==> src/rtl/seg7_scan_ctrl.sv <==
`default_nettype none
// ============================================================================
//  Module   : seg7_scan_ctrl
//  Purpose  : Time-multiplexed scan controller for an N-digit common-anode
//             7-segment display. One external hex-to-segment decoder is shared
//             by all digits: this block presents the current digit's nibble on
//             dec_sel, registers the returned pattern onto seg and strobes one
//             anode per slot. A new display value arrives through a
//             valid/ready handshake. It is applied only at a frame boundary,
//             so a single frame never mixes old and new digits.
//  Ports    : clk         system clock, rising edge
//             rst_n       asynchronous active-low reset
//             upd_valid   producer presents a new display value
//             upd_data    nibble k = digit k (digit 0 = rightmost = [3:0])
//             upd_ready   new value can be accepted
//             dec_sel     nibble sent to the shared decoder
//             dec_seg     decoder pattern {dp,g..a}, active-low
//             seg         registered segment drive, active-low
//             an          anode enables, active-low, at most one low
//             frame_tick  one-cycle pulse on the last cycle of each frame
//  Config   : SEG7_LZB_EN  when defined, enables leading-zero blanking
//  Revision : 1.0  initial release
// ============================================================================
module seg7_scan_ctrl #(
  parameter int N_DIGITS = 4,      // 2..8
  parameter int PRESCALE = 50000,  // clk cycles per digit slot, > DEADTIME+1
  parameter int DEADTIME = 2       // blanked cycles at slot start, >= 1
) (
  input  logic                    clk,
  input  logic                    rst_n,
  input  logic                    upd_valid,
  input  logic [4*N_DIGITS-1:0]   upd_data,
  output logic                    upd_ready,
  output logic [3:0]              dec_sel,
  input  logic [7:0]              dec_seg,
  output logic [7:0]              seg,
  output logic [N_DIGITS-1:0]     an,
  output logic                    frame_tick
);

  localparam int CNT_W = (PRESCALE > 1) ? $clog2(PRESCALE) : 1;
  localparam int IDX_W = $clog2(N_DIGITS);

  localparam logic [CNT_W-1:0] CNT_MAX  = CNT_W'(PRESCALE - 1);
  localparam logic [CNT_W-1:0] DEAD_END = CNT_W'(DEADTIME);
  localparam logic [IDX_W-1:0] IDX_MAX  = IDX_W'(N_DIGITS - 1);

  // State
  logic [CNT_W-1:0]      cnt_q,     cnt_d;
  logic [IDX_W-1:0]      idx_q,     idx_d;
  logic [4*N_DIGITS-1:0] shadow_q,  shadow_d;
  logic [4*N_DIGITS-1:0] buf_q,     buf_d;
  logic                  pending_q, pending_d;
  logic [N_DIGITS-1:0]   an_q,      an_d;
  logic [7:0]            seg_q;

  logic                  slot_end;
  logic                  frame_end;
  logic                  xfer;
  logic [N_DIGITS-1:0]   lit_mask;

  assign slot_end  = (cnt_q == CNT_MAX);
  assign frame_end = slot_end && (idx_q == IDX_MAX);
  // A transfer needs an empty buffer, a commit needs a full one, so the two
  // can never happen on the same cycle.
  assign xfer      = upd_valid && !pending_q;

  // --------------------------------------------------------------------------
  // Next-state: prescaler, digit index, handshake buffer and shadow value
  // --------------------------------------------------------------------------
  always_comb begin
    cnt_d     = slot_end ? '0 : cnt_q + 1'b1;
    idx_d     = idx_q;
    if (slot_end) begin
      idx_d = (idx_q == IDX_MAX) ? '0 : idx_q + 1'b1;
    end

    buf_d     = buf_q;
    pending_d = pending_q;
    shadow_d  = shadow_q;
    if (xfer) begin
      buf_d     = upd_data;
      pending_d = 1'b1;
    end else if (frame_end && pending_q) begin
      shadow_d  = buf_q;
      pending_d = 1'b0;
    end
  end

  // --------------------------------------------------------------------------
  // Digits allowed to light. Built from shadow_d so that the registered
  // anode pattern matches the value being shown in the following cycle.
  // --------------------------------------------------------------------------
`ifdef SEG7_LZB_EN
  // nz_above[k]: digit k or some higher digit is non-zero.
  logic [N_DIGITS-1:1] nz_above;

  for (genvar k = 1; k < N_DIGITS; k++) begin : g_lzb
    if (k == N_DIGITS - 1) begin : g_top
      assign nz_above[k] = |shadow_d[4*k +: 4];
    end else begin : g_mid
      assign nz_above[k] = (|shadow_d[4*k +: 4]) | nz_above[k+1];
    end
  end

  // Digit 0 is always lit so that a zero value still shows "0".
  assign lit_mask = {nz_above, 1'b1};
`else
  assign lit_mask = '1;
`endif

  // Anodes are registered from next-state values so they change glitch-free
  // and stay aligned with cnt_q/idx_q. The blanked head of each slot covers
  // the one-cycle decoder-to-seg register latency.
  always_comb begin
    an_d = '1;
    for (int k = 0; k < N_DIGITS; k++) begin
      if ((cnt_d >= DEAD_END) && (idx_d == IDX_W'(k)) && lit_mask[k]) begin
        an_d[k] = 1'b0;
      end
    end
  end

  // --------------------------------------------------------------------------
  // Registers
  // --------------------------------------------------------------------------
  always_ff @(posedge clk or negedge rst_n) begin
    if (!rst_n) begin
      cnt_q     <= '0;
      idx_q     <= '0;
      shadow_q  <= '0;
      buf_q     <= '0;
      pending_q <= 1'b0;
      an_q      <= '1;
      seg_q     <= 8'hFF;
    end else begin
      cnt_q     <= cnt_d;
      idx_q     <= idx_d;
      shadow_q  <= shadow_d;
      buf_q     <= buf_d;
      pending_q <= pending_d;
      an_q      <= an_d;
      seg_q     <= dec_seg;
    end
  end

  // --------------------------------------------------------------------------
  // Outputs
  // --------------------------------------------------------------------------
  assign dec_sel    = shadow_q[{idx_q, 2'b00} +: 4];
  assign upd_ready  = ~pending_q;
  assign frame_tick = frame_end;
  assign seg        = seg_q;
  assign an         = an_q;

endmodule
`default_nettype wire

==> config.mk <==
export PLATFORM = sky130hd
export DESIGN_NAME = seg7_scan_ctrl
export DESIGN_NICKNAME = d
export VERILOG_FILES = /design/src/rtl/seg7_scan_ctrl.sv
export SDC_FILE = /design/constraint.sdc
export NUM_CORES = 1
export LEC_CHECK = 0
export BUFFER_PORTS_ARGS = -buffer_cell sky130_fd_sc_hd__buf_2
export CAP_MARGIN = 20
export CORE_MARGIN = 5
export CORE_UTILIZATION = 40
export DETAILED_ROUTE_END_ITERATION = 8
export SETUP_SLACK_MARGIN = 0.4
export SYNTH_ARGS = -nofsm -noshare
export SYNTH_HDL_FRONTEND = slang
export SYNTH_SLANG_ARGS = --single-unit
==> constraint.sdc <==
create_clock -name clk -period 2.75 [get_ports clk]
set_clock_uncertainty 0.15 [all_clocks]
set_input_delay 0 -clock clk [delete_from_list [all_inputs] [get_ports clk]]
set_output_delay 0 -clock clk [all_outputs]
set_load 0.05 [all_outputs]
# After elaboration in Yosys (flattened, before gate mapping)
# Index checks and enable logic that the tools add are counted.
[totals]
input_bits = 27
word_cells = 38
reg_bits = 63
[op_classes]
shift = 1
muxes = 9
eq_ne = 5
addsub = 2
reduce_logical = 11
magnitude_cmp = 1
bitwise = 2
[op_table]
columns = ["cell", "count"]
rows = [
  ["adder 16 x 1 -> 16 bit (second input constant)", 1],
  ["equality test 16 bit (second input constant)", 1],
  ["greater-or-equal comparator 16 x 2 -> 1 bit (second input constant)", 1],
  ["2-to-1 mux 16 bit", 1],
  ["indexed part select 16 x 5 -> 4 bit", 1],
  ["logical AND 1 bit", 7],
  ["equality test 2 bit (second input constant)", 3],
  ["2-to-1 mux 1 bit", 6],
  ["2-to-1 mux 2 bit", 2],
  ["adder 2 x 1 -> 2 bit (second input constant)", 1],
  ["equality test 2 x 1 -> 1 bit (second input constant)", 1],
  ["logical NOT 2 bit", 1],
  ["inverter 1 bit", 2],
  ["AND reduction 2 bit", 1],
  ["nonzero test 2 bit", 1],
  ["logical NOT 1 bit", 1],
]

# Logic depth before layout (Yosys ltp)
[depth]
word_depth = 6
mapped_depth = 8
mapped_depth_nobuf = 7

# Least setup slack after synthesis
# OpenSTA, ideal clock, no wires.
[synth_path]
kind = "register to register"
from = "register cnt_q[0]"
to = "register an_q[2] (netlist: an[2])"
period_less_slack_ps = 2445
required_ps = 2535
setup_slack_ps = 305
n_path_buf = 1
stages_incl_launch_ff = 9
arrival_ps = 2230
setup_ps = 65
cell_sequence = "dfrtp_1 -> ha_1 -> and3_1 -> buf_6 -> or4_1 -> a32oi_1 -> nand4b_1 -> a2111o_1 -> nand3b_1"
[synth_between]
elab_chain_len = 5
elab_cells_between_ends = 8
cone_classes = "add/sub: 1; order compare: 1; eq/ne: 2; mux: 3; reduce/logical: 1"
[synth_rtl]
columns = ["element", "line_no", "text"]
rows = [
  ["start, declared", "49", "logic [CNT_W-1:0] cnt_q, cnt_d;"],
  ["start signal, assigned", "137", "cnt_q <= cnt_d;"],
  ["adder 16 x 1 -> 16 bit / equality test 16 bit (equally long branches)", "72, 62", ""],
  ["2-to-1 mux 16 bit / 2-to-1 mux 2 bit (equally long branches)", "72, 74", ""],
  ["greater-or-equal comparator 16 x 2 -> 1 bit / equality test 2 bit (equally long branches)", "118", "if ((cnt_d >= DEAD_END) && (idx_d == IDX_W'(k)) && lit_mask[k]) begin"],
  ["logical AND 1 bit (*)", "118", ""],
  ["2-to-1 mux 1 bit (*)", "118", ""],
  ["named net an_d[2]", "54", "logic [N_DIGITS-1:0] an_q, an_d;"],
  ["end signal, assigned", "142", "an_q <= an_d;"],
  ["end, declared", "54", ""],
]
# The timed path passes the listed nets; every way through them passes the cells marked *.
# A chain may end at the register's enable or synchronous reset.

# Worst setup path in the final report
[layout_path]
from = "register cnt_q[1]"
to = "register an_q[1] (netlist: an[1])"
[layout_between]
elab_chain_len = 5
elab_cells_between_ends = 8
cone_classes = "add/sub: 1; order compare: 1; eq/ne: 2; mux: 3; reduce/logical: 1"
[layout_rtl]
columns = ["element", "line_no"]
rows = [
  ["adder 16 x 1 -> 16 bit / equality test 16 bit (equally long branches)", "72, 62"],
  ["2-to-1 mux 16 bit / 2-to-1 mux 2 bit (equally long branches)", "72, 74"],
  ["greater-or-equal comparator 16 x 2 -> 1 bit / equality test 2 x 1 -> 1 bit (equally long branches)", "118"],
  ["logical AND 1 bit (*)", "118"],
  ["2-to-1 mux 1 bit (*)", "118"],
  ["named net an_d[1]", "54"],
]
# Marks and branches as above.

==> impl_metrics.tcl <==
set metrics [dict create \
    die_w_um 92.2 \
    period_share_pct 85.2 \
    syn_inst 200 \
    drc 0 \
    die_area_mm2 0.00850 \
    drive_above_1_share_pct 46.7 \
    num_io_pins 45 \
    postLayoutSetupSlackWorst_ps 407 \
    final.setup.tns_ps 0 \
    grt_util_all_layers_pct 13.9 \
    ctsRootBufferMaster "clkbuf_8" \
    cp_max_fo 4 \
    ir_drop_mv 0.337 \
    start_util_pct 40.4 \
    dpl_worst_slack_ps 188 \
    row_count 30 \
    switchingPower_mw 0.433 \
    ys_types 34 \
    finish.instance_area_mm2 0.00353 \
    core_mm2 0.00668 \
    grt_pass1_wl_um 9260 \
    finalCriticalPeriod_ps 2340 \
    worst-setup-path-type "flip-flop to flip-flop" \
    dp_hpwl_um 3650 \
    yosys_warnings 0 \
    ys_ff_latch 63 \
    power_frac_seq_pct 54.8 \
    synth_fp_nets 230 \
    cts_inserted_buffers 9 \
    avgSynthCellArea_um2 13.5 \
    cts.sinks 63 \
    wirelength_um 5470 \
    status "finished, final reports clean" \
    total_leakage_power_nw 1.60 \
    comb_power_share_pct 7.0 \
    fp.dieH_um 92.2 \
    placed_area_mm2 0.00302 \
    p_per_area_mw_per_mm2 509 \
    cp-end-kind "flip-flop" \
    antenna_found_initial 0 \
    nNetsFinal 310 \
    hold_path.class "input port to asynchronous set/reset pin" \
    yosys.area.top_type "dfrtp_1" \
    first_global_vias 1940 \
    synth_top_area_share_pct 47.2 \
    antenna_cells 0 \
    fmax_mhz 427 \
    gp_congestion 0.871 \
    critPathArrivalTime_ps 2460 \
    vias_per_cell 5.10 \
    clock_path_buffers 2 \
    cap_violations 0 \
    finalSetupViolCount 0 \
    vias 1862 \
    synth.area.top_cells "dfrtp_1 47%, mux2_2 14%, dfstp_2 12%" \
    clk_latency_ps 330 \
    relSlewSlack_pct 61.2 \
    grt_max_degree 41 \
    hold_viol 0 \
    h-tree-depth 3 \
    worstMarginPinSlew_ps 582 \
    worstSetupStartpointType "flip-flop" \
    drt_iter0_drc 154 \
    worstRegToRegCells 7 \
    grt_overflow 0 \
    intPower_mw 1.36 \
    ant_nets 0 \
    cts_tree "yes" \
    dr.pass1.iters 4 \
    p_sw_share_pct 24.1 \
    path_clk_slew_ps 70 \
    rsz0062_at_grt "true" \
    yosysSeqAreaShare_pct 58.9 \
    syn_to_final_growth_pct 30.5 \
    maxSlewViolCount 0 \
    critPathRequiredTime_ps 2870 \
    synth_area_mm2 0.00270 \
    p_clk_share_pct 38.2 \
    wl_per_cell_um 15.0 \
    placement.io_buffers 44 \
]
## cell usage in the layout (no fill, tap or decap), types with 4 or more instances in the layout
master | synthesis | layout
mux2_2 | 34 | 34
nand4_1 | 7 | 7
mux4_2 | 4 | 4
nand2_1 | 5 | 5
dfstp_2 | 12 | 12
buf_2 | 4 | 44
buf_4 | 0 | 9
nor2_1 | 15 | 15
nand3_1 | 10 | 9
and4_1 | 4 | 4
xnor2_1 | 9 | 9
inv_1 | 5 | 5
clkbuf_8 | 0 | 9
xor2_1 | 6 | 6
dfrtp_2 | 0 | 5
dfrtp_1 | 51 | 46
dlygate4sd3_1 | 0 | 26
## what timing repair did
action	in CTS	in global routing
cloned	0	0
endpoints found under the hold margin	84	0
setup buffers	3	3
pin swaps	5	6
endpoints found under the setup margin	4	4
hold buffers	26	0
resized for setup	4	7
## cell type report
| cell class | instances | area (um2) |
|---|---|---|
| clock inverters | 5 | 35.0 |
| inverters | 5 | 18.8 |
| clock buffers | 11 | 131 |
| repair buffers | 80 | 568 |
| multi-input cells | 121 | 1080 |
| fillers | 593 | 3150 |
| flip-flops and latches | 63 | 1600 |
| well taps | 80 | 100 |
## path summary, 6_finish.rpt
path,from,endpoint,slack (ps)
worst max-delay path,cnt_q[1],an[1],410
worst min-delay path,rst_n,cnt_q[6],70
worst max register to register,cnt_q[1],an[1],410
worst min register to register,buf_q[10],shadow_q[10],350
max in group asynchronous,rst_n,an[2],1720
min in group clk,dec_seg[3],seg[3],160
## cell usage after synthesis
cell / instances
inv_1: 5
o21a_1: 1
a2111o_1: 1
and2_1: 1
nor2b_1: 1
mux4_2: 4
nor3_1: 2
nand3_2: 1
xor2_1: 6
and4_2: 1
nand4_1: 7
and4_1: 4
nand3b_1: 2
and3_1: 2
nand2_1: 5
nor4_1: 2
buf_2: 4
a211oi_1: 2
a211o_1: 1
buf_6: 2
dfstp_2: 12
mux2_2: 34
xnor2_1: 9
nand2b_1: 1
nand3_1: 10
dfrtp_1: 51
and4_4: 1
nand4b_1: 1
clkbuf_1: 5
a32oi_1: 1
nor2_1: 15
mux2i_1: 1
or4_1: 2
ha_1: 3
## registers in the layout, summed over array words and instances, names as in the netlist
register   flops
an             4
buf_q         16
cnt_q         16
idx_q          2
pending_q      1
seg            8
shadow_q      16
## stage by stage
step / utilization [%] / instances / hold WS, ps / total power [mW]
finish: 52.8 / 365 / 68.5 / 1.79
detailed placement: 45.2 / 317 / -125 / 1.10
floorplan: - / 200 / -446 / 1.05
CTS: 52.1 / 362 / 48.7 / 1.81
global route: 52.8 / 365 / 125 / 1.86
global placement: 45.2 / 317 / -135 / 1.10
## metal layers
layer	GRT usage, %	vias to the layer above	routed length [um]	share of wire (%)
met1	18.5	914	2510	46
met4	7.43	0	121	2.2
met5	0	-	0	0
met3	2.79	11	285	5.2
li1	-	879	-	-
met2	21.5	58	2560	47
## cell families (layout without fill, tap and decap cells)
family	after synthesis	count (layout)	synth area share [%]
DFF	63	63	58.9
AOI/OAI and AO/OA	6	6	1.90
adders and majority gates	3	3	1.39
xor gates and xnor gates	15	15	4.86
muxes	39	39	17.9
buffers and inverters	16	101	2.96
and+or+nand+nor	58	58	12.1
## power by group through the flow
| stage | clock (mW) | sequential (mW) | combinational, mW |
|---|---|---|---|
| floorplan | 0 | 1.02 | 0.0269 |
| global placement | 0 | 1.00 | 0.0956 |
| detailed placement | 0 | 1.00 | 0.0977 |
| CTS | 0.703 | 0.984 | 0.126 |
| global route | 0.737 | 0.988 | 0.139 |
| finish | 0.686 | 0.983 | 0.125 |
## worst max-delay path: stages (launching register included)
cell      delay, ps
dfrtp_2         430
ha_4            180
and3_4          190
or4_4           410
a32oi_2         210
nand4b_1        140
a2111o_1        460
nand3b_1        120
No activity file was read; power rests on OpenSTA's default activity.
